===== src/rtl/vga_sync_gen.sv =====
// VGA timing generator: pixel-enable divider, h/v scan counters, registered
// active-low syncs and a blanked, registered colour output.
module vga_sync_gen #(
  parameter int HD = 640,
  parameter int HF = 16,
  parameter int HR = 96,
  parameter int HB = 48,
  parameter int VD = 480,
  parameter int VF = 10,
  parameter int VR = 2,
  parameter int VB = 33
) (
  input  logic       clk,
  input  logic       reset,
  input  logic [2:0] rgb_in,
  output logic       hsync,
  output logic       vsync,
  output logic       video_on,
  output logic       p_tick,
  output logic       frame_tick,
  output logic [9:0] pix_x,
  output logic [9:0] pix_y,
  output logic [2:0] rgb
);

  localparam logic [9:0] H_MAX     = 10'(HD + HF + HR + HB - 1);
  localparam logic [9:0] V_MAX     = 10'(VD + VF + VR + VB - 1);
  localparam logic [9:0] H_VIS     = 10'(HD);
  localparam logic [9:0] V_VIS     = 10'(VD);
  localparam logic [9:0] H_SYNC_LO = 10'(HD + HF);
  localparam logic [9:0] H_SYNC_HI = 10'(HD + HF + HR - 1);
  localparam logic [9:0] V_SYNC_LO = 10'(VD + VF);
  localparam logic [9:0] V_SYNC_HI = 10'(VD + VF + VR - 1);

  logic [1:0] div;
  logic [9:0] h_cnt, v_cnt;
  logic [9:0] h_nxt, v_nxt;
  logic       h_end, v_end;

  assign p_tick     = (div == 2'd3);
  assign h_end      = (h_cnt == H_MAX);
  assign v_end      = (v_cnt == V_MAX);
  assign video_on   = (h_cnt < H_VIS) && (v_cnt < V_VIS);
  assign frame_tick = p_tick && h_end && v_end;
  assign pix_x      = h_cnt;
  assign pix_y      = v_cnt;

  always_comb begin
    h_nxt = h_cnt;
    v_nxt = v_cnt;
    if (p_tick) begin
      h_nxt = h_end ? 10'd0 : h_cnt + 10'd1;
      if (h_end) begin
        v_nxt = v_end ? 10'd0 : v_cnt + 10'd1;
      end
    end
  end

  // Syncs are decoded from the next-state counters so they switch on the
  // same edge as pix_x/pix_y instead of one clk later.
  always_ff @(posedge clk) begin
    if (reset) begin
      div   <= 2'd0;
      h_cnt <= 10'd0;
      v_cnt <= 10'd0;
      hsync <= 1'b1;
      vsync <= 1'b1;
      rgb   <= 3'b000;
    end else begin
      div   <= div + 2'd1;
      h_cnt <= h_nxt;
      v_cnt <= v_nxt;
      hsync <= ~((h_nxt >= H_SYNC_LO) && (h_nxt <= H_SYNC_HI));
      vsync <= ~((v_nxt >= V_SYNC_LO) && (v_nxt <= V_SYNC_HI));
      if (p_tick) begin
        rgb <= video_on ? rgb_in : 3'b000;
      end
    end
  end

endmodule


===== config.mk =====
export PLATFORM = sky130hd
export DESIGN_NAME = vga_sync_gen
export DESIGN_NICKNAME = d
export VERILOG_FILES = /design/src/rtl/vga_sync_gen.sv
export SDC_FILE = /design/constraint.sdc
export NUM_CORES = 1
export LEC_CHECK = 0
export CAP_MARGIN = 20
export CORE_MARGIN = 1.5
export CORE_UTILIZATION = 41
export DETAILED_ROUTE_END_ITERATION = 7
export DONT_BUFFER_PORTS = 1
export PLACE_DENSITY = 0.58
export SLEW_MARGIN = 15
export SYNTH_ARGS = -nofsm -noshare
export SYNTH_HDL_FRONTEND = slang
export SYNTH_SLANG_ARGS = --single-unit
export TNS_END_PERCENT = 5

===== constraint.sdc =====
create_clock -name clk -period 2.5 [get_ports clk]
set_input_delay 0.375 -clock clk [delete_from_list [all_inputs] [get_ports clk]]
set_output_delay 0.375 -clock clk [all_outputs]
set_load 0.01 [all_outputs]

==> summary.txt, run 1 <==
Critical path
  • Startpoint types: flip-flop
  • WP buf/inv: 0
  • Crit-path slowest cell: or4_1
  • Slowest stage delay, CP: ~0.60 ns
  • CP Class: reg -> out
  • CP Max Fanout: 7
  • Setup crit end kind: primary output
  • CP Cell Sequence: or4_1 > or4_4 > nor2_2
  • Worst R2R Setup Slack: 0.33 ns
  • Worst path required time: 2.12 ns
  • CP delay by family, top: simple AND/OR/NAND/NOR gates
  • Worst path arrival time: 2.02 ns

Timing
  • Max-slew headroom: 0.660
  • Final min period: 2.40 ns
  • Setup TNS: 0 ns
  • Achievable Freq: 417 MHz
  • Final setup violating endpoints: 0
  • RSZ-0062 raised after global routing: no
  • Final Hold Fails: 0
  • Final Max Slew Viols: 0
  • Skew final: 0.00236 ns
  • Worst-Margin Slew: 0.510 ns
  • Final worst slack: 0.101 ns
  • Fin crit share: 0.960

Route
  • Drt drc: 0
  • Antenna Nets Post-Route: 0
  • Vias/cell: 5.64
  • Drt first pass iters: 4
  • DR WL/cell: 14.5 um
  • Total wire length: 3.21 mm
  • DR iter-0 viols: 146
  • Vias: 1247

Logic synthesis
  • YS warnings: 0
  • Seq/Total Area, Yosys: 0.360
  • Main flop type after synthesis: dfxtp_1
  • Post-Syn Instances: 176
  • Synthesized Nets: approximately 190
  • Avg Cell Area, Syn: 8.54 um2
  • Cell area after synthesis: 1500 um2
  • Seq cells post-synth: 27
  • Post-synth ARST share: 0
  • Number of library cell types mapped by synthesis: 47
  • EDFF count, synth: 0

Global routing
  • Largest net degree at the start of global routing: 22
  • Grt total ovfl: 0
  • GRT Util Overall: 0.170
  • First-pass GRT wire length: 5.58 mm
  • Number of global-route vias before repair: 1153
  • Initial antenna violation count: 0

Clocking
  • Post-CTS sizing: 0
  • CTS Sinks: 27
  • Clk_lat worst skew: between 0.3 and 0.4 ns
  • CTS Buf Count: 3
  • TritonCTS clock tree: yes
  • CTS Root Cell: clkbuf_4
  • Clock Path Buffers: 2
  • CTS Hold Bufs: 0
  • H-tree Lvls: 1
  • Clk slew on worst S/H paths: 0.13 ns
  • Post-CTS Setup Bufs: 0

Place
  • # port buffers: 0
  • GPL Wtd Cong: 0.895
  • Post-placement setup slack: 0.378 ns
  • Dpl hpwl: 2.43 mm

Floorplan
  • Num rows: 21
  • Chip width: 63.5 um
  • Die height: 63.5 um
  • Die Area: slightly above 4000 um2
  • Initial core utilization: 0.440
  • Core Box Area: 3420 um2
  • # IOs: 33

Finish
  • N_diodes: 0
  • Nets: around 190
  • Final core utilization: 0.453
  • Area Growth Syn to Fin: 3.00%
  • Share of cells above drive strength 1: 0.0857
  • Most frequent cells in the layout: dfxtp_1, nor2_1, nand2_1
  • Most common cell after layout, fill and taps aside: dfxtp_1

Power
  • Leakage power: 0.533 nW
  • Max VDD drop: 0.274 mV
  • PwrDens: 414 nW/um2

Run
  • Max-cap violations: 0

Min path
  • Hold crit path type: in -> reg

Outcome
  • Status: complete, no violations
==> power breakdown <==
| group | internal (mW) | total [mW] | switching, mW |
|---|---|---|---|
| Combinational | 0.00946 | 0.0200 | 0.0106 |
| Clock | 0.0623 | 0.180 | 0.118 |
| Sequential | 0.436 | 0.440 | 0.00360 |
==> synthesized netlist by cell type (2+ instances only) <==
| cell | n | share of area |
|---|---|---|
| a21oi_1 | 8 | 0.027 |
| a31oi_1 | 3 | 0.012 |
| and2_1 | 3 | 0.012 |
| and4_1 | 5 | 0.029 |
| buf_2 | 2 | 0.0067 |
| buf_6 | 4 | 0.030 |
| clkbuf_1 | 3 | 0.0075 |
| dfxtp_1 | 27 | 0.36 |
| ha_1 | 4 | 0.033 |
| inv_1 | 4 | 0.010 |
| mux2i_1 | 2 | 0.013 |
| nand2_1 | 13 | 0.032 |
| nand2b_1 | 3 | 0.012 |
| nand3_1 | 11 | 0.037 |
| nand4_1 | 7 | 0.029 |
| nor2_1 | 20 | 0.050 |
| nor3_1 | 7 | 0.023 |
| nor3b_1 | 2 | 0.010 |
| o21ai_0 | 4 | 0.013 |
| xnor2_1 | 11 | 0.064 |
| xor2_1 | 7 | 0.041 |
==> per-stage QoR <==
stage	instance area, um2	cells	hold WS, ns	power, mW
2_1_floorplan	1500	176	0.399	0.469
4_1_cts	1550	221	0.0902	0.654
3_3_place_gp	1520	217	0.402	0.469
3_5_place_dp	1520	217	0.407	0.470
6_report	1550	221	0.113	0.640
5_1_grt	1550	221	0.0796	0.675
==> area by class of cell <==
cell class	instances	area (um2)
clock buffer	4	26.3
fill	339	1870
inverter	4	15.0
sequential	27	541
multi-input combinational	134	863
timing repair buffer	6	45.0
tap	46	57.6
==> final timing paths <==
check	startpoint	end	depth (start not counted)
hold reg to reg	div[0]	div[0]	1
hold / removal	reset	div[0]	1
setup / recovery	pix_y[6]	frame_tick	3
setup reg to reg	pix_x[0]	vsync	6
==> layer usage <==
metal | up-vias | share of wire | track usage
li1 | 627 | - | -
met1 | 581 | 0.43 | 0.211
met2 | 37 | 0.49 | 0.284
met3 | 2 | 0.069 | 0.0464
met4 | 0 | 0.0072 | 0.0543
met5 | - | 0 | 0
==> flip-flops by register name (all words and copies together) (netlist names) <==
signal and count:
pix_x 10, pix_y 10, rgb 3, div 2, hsync 1, vsync 1
==> cell families after synthesis <==
group | synth area share
XOR/XNOR | 0.105
buffers and inverters | 0.0658
AND/OR/NAND/NOR | 0.308
AO/OA/AOI/OAI | 0.115
adder cells (fa/ha/maj) | 0.0333
flip-flops | 0.360
multiplexers | 0.0133
Note: power is estimated with default switching activity, not from simulation.
==> run 2, diff against run 1 <==
- clock period: 2.5 -> 2.4 ns (I/O delays scaled with it)
==> summary.txt, run 2 (same netlist as run 1, synthesis figures left out) <==
Outcome
  • Status: complete, no violations

Clocking
  • H-tree Lvls: 1 (unchanged)
  • CTS Buf Count: 3 (unchanged)
  • Post-CTS Setup Bufs: 0 (unchanged)
  • TritonCTS clock tree: yes
  • Clk slew on worst S/H paths: 0.14 ns (about the same)
  • Clock Path Buffers: 2 (unchanged)
  • CTS Sinks: 27 (unchanged)
  • CTS Root Cell: clkbuf_4
  • Clk_lat worst skew: 0.32 ns (about the same)

Power
  • Leakage power: 0.540 nW (+1.3%)
  • Logic pwr share: 0.031 (about the same)
  • Max VDD drop: 0.193 mV (-30%)
  • Net Sw Frac: 0.214 (+0.00722)
  • Register share of total power: 0.680 (-0.007)
  • Int Pwr: 0.529 mW (+4.2%)
  • Psw: 0.144 mW (+8.8%)
  • PwrDens: 432 nW/um2 (+4.4%)
  • Clock Power Share: 0.289 (+0.007)

Route
  • Vias/cell: 5.77 (+2.3%)
  • DR iter-0 viols: 101 (-31%)
  • Vias: 1282 (+2.8%)
  • Drt first pass iters: 4 (unchanged)
  • Drt drc: 0 (unchanged)
  • Total wire length: 3.33 mm (+3.9%)
  • Antenna Nets Post-Route: 0 (unchanged)
  • DR WL/cell: 15.0 um (+3.4%)

Place
  • # port buffers: 0 (unchanged)
  • Dpl hpwl: 2.46 mm (+1.4%)
  • Post-placement setup slack: 0.359 ns (-0.0190 ns)
  • GPL Wtd Cong: 0.923 (+3.1%)

Timing
  • RSZ-0062 raised after global routing: no
  • Final Hold Fails: 0 (unchanged)
  • Max-slew headroom: 0.649 (-0.0110)
  • Achievable Freq: roughly 430 MHz
  • Setup TNS: 0 ns (unchanged)
  • Final min period: 2.33 ns
  • Worst-Margin Slew: 0.527 ns (+0.0165 ns)
  • Final Max Slew Viols: 0 (unchanged)
  • Fin crit share: 0.973
  • Final setup violating endpoints: 0 (unchanged)
  • Skew final: 0.00492 ns (+0.00256 ns)
  • Final worst slack: 0.0650 ns (-0.0360 ns)

Floorplan
  • Chip width: 63.5 um (unchanged)
  • # IOs: 33 (unchanged)
  • Initial core utilization: 0.440 (unchanged)
  • Core Box Area: 3420 um2 (unchanged)
  • Die Area: 4040 um2 (unchanged)
  • Num rows: 21 (unchanged)
  • Die height: 63.5 um (unchanged)

Run
  • Max-cap violations: 0 (unchanged)

Critical path
  • Startpoint types: flip-flop
  • Setup crit end kind: primary output
  • Worst path required time: 2.04 ns (-0.08 ns)
  • CP Max Fanout: 7 (unchanged)
  • Worst R2R Setup Slack: 0.34 ns (about the same)
  • Worst path arrival time: 1.97 ns (-0.05 ns)
  • CP Class: reg -> out

Global routing
  • GRT Util Overall: 0.173 (+0.00332)
  • Largest net degree at the start of global routing: 22 (unchanged)
  • Grt total ovfl: 0 (unchanged)
  • Number of global-route vias before repair: 1209 (+4.9%)
  • Initial antenna violation count: 0 (unchanged)
  • First-pass GRT wire length: 5.71 mm (+2.3%)

Finish
  • Nets: 186 (+0.54%)
  • N_diodes: 0 (unchanged)
  • Final core utilization: 0.456 (+0.00330)
  • Share of cells above drive strength 1: 0.108 (+0.0222)
  • Most frequent cells in the layout: dfxtp_1, nor2_1, nand2_1
  • Most common cell after layout, fill and taps aside: dfxtp_1
  • Area Growth Syn to Fin: 3.75%

Min path
  • Hold crit path type: in -> reg
-- run 2: changes by cell type in the layout (fill, tap and decap cells not counted) --
cell,before,now
dfxtp_2,0,3
buf_4,6,7
dfxtp_1,27,24
-- run 2: final timing paths --
path | start | end | cells after the start
setup / recovery | pix_y[6] | frame_tick | 3
hold / removal | reset | pix_x[6] | 1
setup reg to reg | pix_x[1] | vsync | 6
hold reg to reg | div[0] | div[0] | 1
-- run 2: timing repair --
action | in CTS | in global routing
hold endpoints to repair | 0 | 0
hold buffers | 0 | 0
gates cloned | 0 | 0
gates resized for setup | 2 | 1
endpoints found under the setup margin | 1 | 1
-- run 2: layout make-up --
cell class,count,area [um2]
fillers,348,1860
multi-input cells,134,863
flip-flops and latches,27,544
well taps,46,57.6
repair buffers,7,52.6
clock buffers,4,26.3
inverters,4,15.0
-- run 2: power by group through the flow --
stage / Combinational [mW] / Clock [mW] / Sequential [mW]
finish: 0.0211 / 0.194 / 0.458
global route: 0.0247 / 0.223 / 0.459
CTS: 0.0214 / 0.209 / 0.458
detailed placement: 0.0213 / 0 / 0.468
global placement: 0.0205 / 0 / 0.468
floorplan: 0.0198 / 0 / 0.469
-- run 2: worst max-delay path, stage by stage (launching register included) --
cell and delay [ns]:
dfxtp_2 0.39, or4_1 0.57, or4_4 0.52, nor2_2 0.18
-- run 2: routing by layer --
metal	track usage	part of all wire	wire, um
met5	0	0	0
met4	0.0625	0.010	34
met3	0.0375	0.062	205
met2	0.303	0.50	1660
met1	0.207	0.43	1430
-- run 2: metrics by stage --
step	hold slack [ns]	std cells	power [mW]	cell area, um2
floorplan	0.399	176	0.489	1500
global placement	0.404	218	0.488	1530
detailed placement	0.414	218	0.489	1530
CTS	0.0709	222	0.688	1560
global route	0.0565	222	0.706	1560
finish	0.0876	222	0.673	1560
